## src/rtl/bit_entry_shifter.sv

```systemverilog
// -----------------------------------------------------------------------------
// bit_entry_shifter
//   Button-driven bit-entry register for the front panel. Three raw
//   pushbuttons (enter-0, enter-1, clear) are each synchronised, debounced
//   and rising-edge detected. Every accepted bit press shifts one bit into a
//   WIDTH-bit register. Once WIDTH bits are in, valid is raised and held
//   until the consumer pulses ack or the clear button is pressed.
//
// Parameters
//   WIDTH      entry register width (2..16)
//   DB_CYCLES  consecutive stable samples needed to accept a level change
//   MSB_IN     1: new bit enters at WIDTH-1, shift right
//              0: new bit enters at bit 0, shift left
//
// Ports
//   clk         system clock
//   reset       synchronous, active-high
//   btn0        raw "enter 0" button (asynchronous)
//   btn1        raw "enter 1" button (asynchronous)
//   btn_clr     raw "clear" button (asynchronous)
//   ack         consumer accepts the completed word (clk domain)
//   data_out    entry register
//   count       bits entered since the last clear or ack
//   valid       word complete, held until ack or clear
//   bit_strobe  one-cycle pulse alongside each new data_out/count value
// -----------------------------------------------------------------------------

// -----------------------------------------------------------------------------
// bit_entry_debounce
//   One button channel: 2-flop synchroniser, counter-based debouncer and a
//   registered rising-edge press pulse.
//
// Ports
//   clk      system clock
//   reset    synchronous, active-high
//   btn_raw  raw asynchronous button level
//   press    one-cycle pulse on each accepted rising edge of the level
// -----------------------------------------------------------------------------
module bit_entry_debounce #(
    parameter int unsigned DB_CYCLES = 16
) (
    input  logic clk,
    input  logic reset,
    input  logic btn_raw,
    output logic press
);

    localparam int unsigned CW = $clog2(DB_CYCLES + 1);

    logic          s1_q, s1_d;
    logic          s2_q, s2_d;
    logic          stable_q, stable_d;
    logic          stable_dly_q, stable_dly_d;
    logic          press_q, press_d;
    logic [CW-1:0] cnt_q, cnt_d;

    always_comb begin
        s1_d         = btn_raw;
        s2_d         = s1_q;
        stable_d     = stable_q;
        cnt_d        = '0;
        stable_dly_d = stable_q;

        // Counting cycles of disagreement; any agreeing cycle leaves cnt_d
        // at zero, so bounce restarts the count. Comparing against
        // DB_CYCLES-1 makes the level flip on the cycle the count would
        // reach DB_CYCLES.
        if (s2_q != stable_q) begin
            if (cnt_q == CW'(DB_CYCLES - 1)) begin
                stable_d = s2_q;
            end else begin
                cnt_d = cnt_q + 1'b1;
            end
        end

        press_d = stable_q & ~stable_dly_q;
    end

    always_ff @(posedge clk) begin
        if (reset) begin
            s1_q         <= 1'b0;
            s2_q         <= 1'b0;
            stable_q     <= 1'b0;
            stable_dly_q <= 1'b0;
            press_q      <= 1'b0;
            cnt_q        <= '0;
        end else begin
            s1_q         <= s1_d;
            s2_q         <= s2_d;
            stable_q     <= stable_d;
            stable_dly_q <= stable_dly_d;
            press_q      <= press_d;
            cnt_q        <= cnt_d;
        end
    end

    assign press = press_q;

endmodule

module bit_entry_shifter #(
    parameter int unsigned WIDTH     = 4,
    parameter int unsigned DB_CYCLES = 16,
    parameter int unsigned MSB_IN    = 1
) (
    input  logic                       clk,
    input  logic                       reset,
    input  logic                       btn0,
    input  logic                       btn1,
    input  logic                       btn_clr,
    input  logic                       ack,
    output logic [WIDTH-1:0]           data_out,
    output logic [$clog2(WIDTH+1)-1:0] count,
    output logic                       valid,
    output logic                       bit_strobe
);

    localparam int unsigned CNTW = $clog2(WIDTH + 1);

    generate
        if (WIDTH < 2 || WIDTH > 16) begin : g_bad_width
            $error("bit_entry_shifter: WIDTH must be in 2..16");
        end
        if (DB_CYCLES < 1 || DB_CYCLES > 65535) begin : g_bad_db
            $error("bit_entry_shifter: DB_CYCLES must be in 1..65535");
        end
    endgenerate

    typedef enum logic {
        ENTRY = 1'b0,
        FULL  = 1'b1
    } state_t;

    logic press0, press1, press_clr;

    bit_entry_debounce #(.DB_CYCLES(DB_CYCLES)) u_db0 (
        .clk     (clk),
        .reset   (reset),
        .btn_raw (btn0),
        .press   (press0)
    );

    bit_entry_debounce #(.DB_CYCLES(DB_CYCLES)) u_db1 (
        .clk     (clk),
        .reset   (reset),
        .btn_raw (btn1),
        .press   (press1)
    );

    bit_entry_debounce #(.DB_CYCLES(DB_CYCLES)) u_dbc (
        .clk     (clk),
        .reset   (reset),
        .btn_raw (btn_clr),
        .press   (press_clr)
    );

    state_t            state_q, state_d;
    logic [WIDTH-1:0]  data_q, data_d;
    logic [CNTW-1:0]   count_q, count_d;
    logic              valid_q, valid_d;
    logic              strobe_q, strobe_d;

    always_comb begin
        state_d  = state_q;
        data_d   = data_q;
        count_d  = count_q;
        strobe_d = 1'b0;

        // Priority: clear, conflicting bit presses, ack, single bit press.
        if (press_clr) begin
            state_d = ENTRY;
            data_d  = '0;
            count_d = '0;
        end else if (press0 && press1) begin
            // Ambiguous entry: drop both.
        end else if (ack && state_q == FULL) begin
            state_d = ENTRY;
            count_d = '0;
        end else if ((press0 || press1) && state_q == ENTRY) begin
            // press1 alone means the bit is 1; press0 alone means 0.
            if (MSB_IN != 0) begin
                data_d = {press1, data_q[WIDTH-1:1]};
            end else begin
                data_d = {data_q[WIDTH-2:0], press1};
            end
            count_d  = count_q + 1'b1;
            strobe_d = 1'b1;
            if (count_q == CNTW'(WIDTH - 1)) begin
                state_d = FULL;
            end
        end

        valid_d = (state_d == FULL);
    end

    always_ff @(posedge clk) begin
        if (reset) begin
            state_q  <= ENTRY;
            data_q   <= '0;
            count_q  <= '0;
            valid_q  <= 1'b0;
            strobe_q <= 1'b0;
        end else begin
            state_q  <= state_d;
            data_q   <= data_d;
            count_q  <= count_d;
            valid_q  <= valid_d;
            strobe_q <= strobe_d;
        end
    end

    assign data_out   = data_q;
    assign count      = count_q;
    assign valid      = valid_q;
    assign bit_strobe = strobe_q;

endmodule

```

## config.mk

```make
export PLATFORM = sky130hd
export DESIGN_NAME = bit_entry_shifter
export DESIGN_NICKNAME = d
export VERILOG_FILES = /design/src/rtl/bit_entry_shifter.sv
export SDC_FILE = /design/constraint.sdc
export NUM_CORES = 1
export LEC_CHECK = 0
export BUFFER_PORTS_ARGS = -buffer_cell sky130_fd_sc_hd__buf_2
export CAP_MARGIN = 20
export CORE_ASPECT_RATIO = 0.75
export CORE_UTILIZATION = 29
export CTS_CLUSTER_SIZE = 10
export DETAILED_ROUTE_END_ITERATION = 7
export GPL_ROUTABILITY_DRIVEN = 1
export HOLD_SLACK_MARGIN = 0.1
export PLACE_DENSITY = 0.48
export SLEW_MARGIN = 20
export SYNTH_ARGS = -nofsm -noshare
export SYNTH_HDL_FRONTEND = slang
export SYNTH_SLANG_ARGS = --single-unit
```

## constraint.sdc

```tcl
create_clock -name clk -period 2.1 [get_ports clk]
set_input_delay 0.42 -clock clk [delete_from_list [all_inputs] [get_ports clk]]
set_output_delay 0.42 -clock clk [all_outputs]
set_load 0.1 [all_outputs]
```

==> flow_summary.ini <==
[place]
portBuffers = 14
gp_congestion = 0.743
hpwl_um = 1690

[setup_path]
cp_top_family = flip-flops
cp_num_cells = 1
crit_slowest_cell = dfxtp_1
crit_buf_inv = 1
cp_max_fo = 11
cpPeakStageDelay_ps = 510
r2r_cells = 5
cp-end-kind = primary output
cp-start-kind = flip-flop
arrival_ps = 1280
criticalPathCategory = reg -> out
required_ps = 1680
crit_chain = buf_2

[sta]
fmax_ghz = 0.587
fin_crit_ps = 1700
finalSetupTns_ps = 0
skew_ps = 6.39
hold_ws_ps = 342
hold_violations = 0
finalMaxSlewViolations = 0
min_period_over_period = 0.812
rsz0062_at_grt = false
slew_headroom = 0.682
setup_viol = 0
worst_slew_pin_slew_ps = 475

[synth]
synth-seq-area-share = 0.539
ys_warn_count = 0
synth_edf_count = 0
synth-main-ff-cell = dfxtp_1
syn-cell-area_mm2 = 0.00145
synth_cells = 140
synthArstFlopShare = 0
synthDistinctLibCells = 26
syn_area_per_cell_um2 = 10.3
synth_nets = 154
synth_seq_cells = 39

[floorplanning]
io_pins = 15
dieArea_mm2 = 0.00528
rows = 21
start_util = 0.313
die_h_um = 63.2
coreArea_mm2 = 0.00462
die_w_um = 83.6

[routing]
firstDrtPassIters = 4
vias = 944
drcViolationCount = 0
wl_per_cell_um = 10.6
viasPerCell = 4.39
first_iter_violations = 27
ant_nets = 0
drt_wl_total_um = 2280

[layout]
diodes = 0
area_growth_pct = 13.7
drive_above_1_share = 0.158
finalNetCount = 173

[grt]
grt_pass1_vias = 952
grt_max_degree = 18
grt.total_usage = 0.0973
grt-ovfl-total = 0
antenna_found_initial = 0
grt_pass1_wl_um = 4030

[clock_tree]
cts_root_buf = clkbuf_8
postCtsResizedCells = 0
h-tree-depth = 2
cts.clk_slew.worst_paths_ps = 70
cts_sinks = 39
ctsHoldBuffers = 0
cts_setup_buffers = 0
insertion_delay_ps = 280
tritoncts = done
cts_made_buffers = 5
ctsLongestPathBuffers = 2

[power_and_ir_drop]
power_density_mw_per_mm2 = 745
ir_drop_mv = 0.339
p_leak_nw = 0.685
power.total_mw = 1.23

[outcome]
status = finished, final reports clean

[hold_path]
hold_class = in -> reg
whs_path_depth = 2

[run]
maxCapViolations = 0
## cells by family (layout without fill, tap and decap cells)
logic type / after synthesis / in the layout / synth area share
flip-flops: 39 / 39 / 0.539
multiplexers: 6 / 6 / 0.0415
buffers and inverters: 11 / 29 / 0.0346
AND/OR/NAND/NOR: 54 / 54 / 0.188
adder cells (fa/ha/maj): 8 / 8 / 0.0691
AO/OA/AOI/OAI: 11 / 11 / 0.0614
XOR/XNOR: 11 / 11 / 0.0665
## synth_stat cells, drive strengths merged, types with 2 or more instances
master	count	area, um2
xor2	5	43.8
dfxtp	39	781
xnor2	6	52.6
ha	8	100
mux2i	6	60.1
or3	4	30.0
buf	2	16.3
o21ai	2	10.0
nor2	23	86.3
and3	3	18.8
inv	9	33.8
nand3	3	15.0
nand2b	2	12.5
a32o	3	32.5
a21oi	2	10.0
nand2	5	18.8
nor2b	12	75.1
## stage by stage
stage	setup WS [ps]	util	area, um2	cells
2_1_floorplan	318	-	1450	140
3_3_place_gp	552	0.340	1570	209
3_5_place_dp	506	0.340	1570	209
4_1_cts	383	0.356	1650	215
5_1_grt	306	0.356	1650	215
6_report	396	0.356	1650	215
## layer usage
metal  GRT usage  wire (um)
met3      0.0446        103
met1       0.109       1090
met4      0.0424         26
met2       0.160       1060
met5           0          0
## placed cells by master (no fill, tap or decap)
cell / synthesis / final
buf_2: 1 / 14
or3_4: 1 / 1
mux2i_1: 6 / 6
clkbuf_1: 0 / 1
xor2_1: 5 / 5
nor2b_1: 12 / 12
nand2_1: 5 / 5
a21oi_1: 2 / 2
ha_1: 8 / 8
o21a_1: 1 / 1
nand2b_1: 2 / 2
a32o_2: 2 / 2
and3_1: 3 / 3
clkbuf_8: 0 / 5
xnor2_1: 6 / 6
inv_1: 9 / 9
and2b_2: 1 / 1
nor2_1: 23 / 23
a21boi_1: 1 / 1
o21ai_0: 2 / 2
nand3_1: 3 / 3
a311oi_1: 1 / 1
a32o_1: 1 / 1
or2_2: 1 / 1
dfxtp_1: 39 / 39
or3_1: 3 / 3
a31oi_2: 1 / 1
## final cells by class
cell class	count	area, um2
well taps	57	71.3
repair buffers	14	70.1
flip-flops and latches	39	781
inverters	9	33.8
multi-input cells	90	617
clock buffers	6	72.6
fillers	469	2980
## state kept, by name, indices dropped and copies added, names as in the netlist, 3 cells and up
name	flops
u_db1.cnt_q	5
u_db0.cnt_q	5
u_dbc.cnt_q	5
count	3
data_out	4
## worst paths after layout
kind	from	end	slack [ps]
worst max register to register	u_db0.cnt_q[0]$_SDFF_PP0_	u_db0.cnt_q[2]$_SDFF_PP0_	500
worst min register to register	u_dbc.stable_dly_q$_SDFF_PP0_	u_dbc.press$_SDFF_PP0_	380
worst min-delay path	btn_clr	u_dbc.s1_q$_SDFF_PP0_	340
worst max-delay path	valid$_SDFFE_PP0P_	valid	400
## report_power, final
part	total (mW)	switching (mW)	leakage (nW)	internal [mW]
clock network	0.450	0.229	0.0371	0.221
registers	0.750	0.00329	0.316	0.747
logic	0.0257	0.0145	0.332	0.0112
total	1.23	0.246	0.685	0.979
Power figures use the tool's default switching activity.
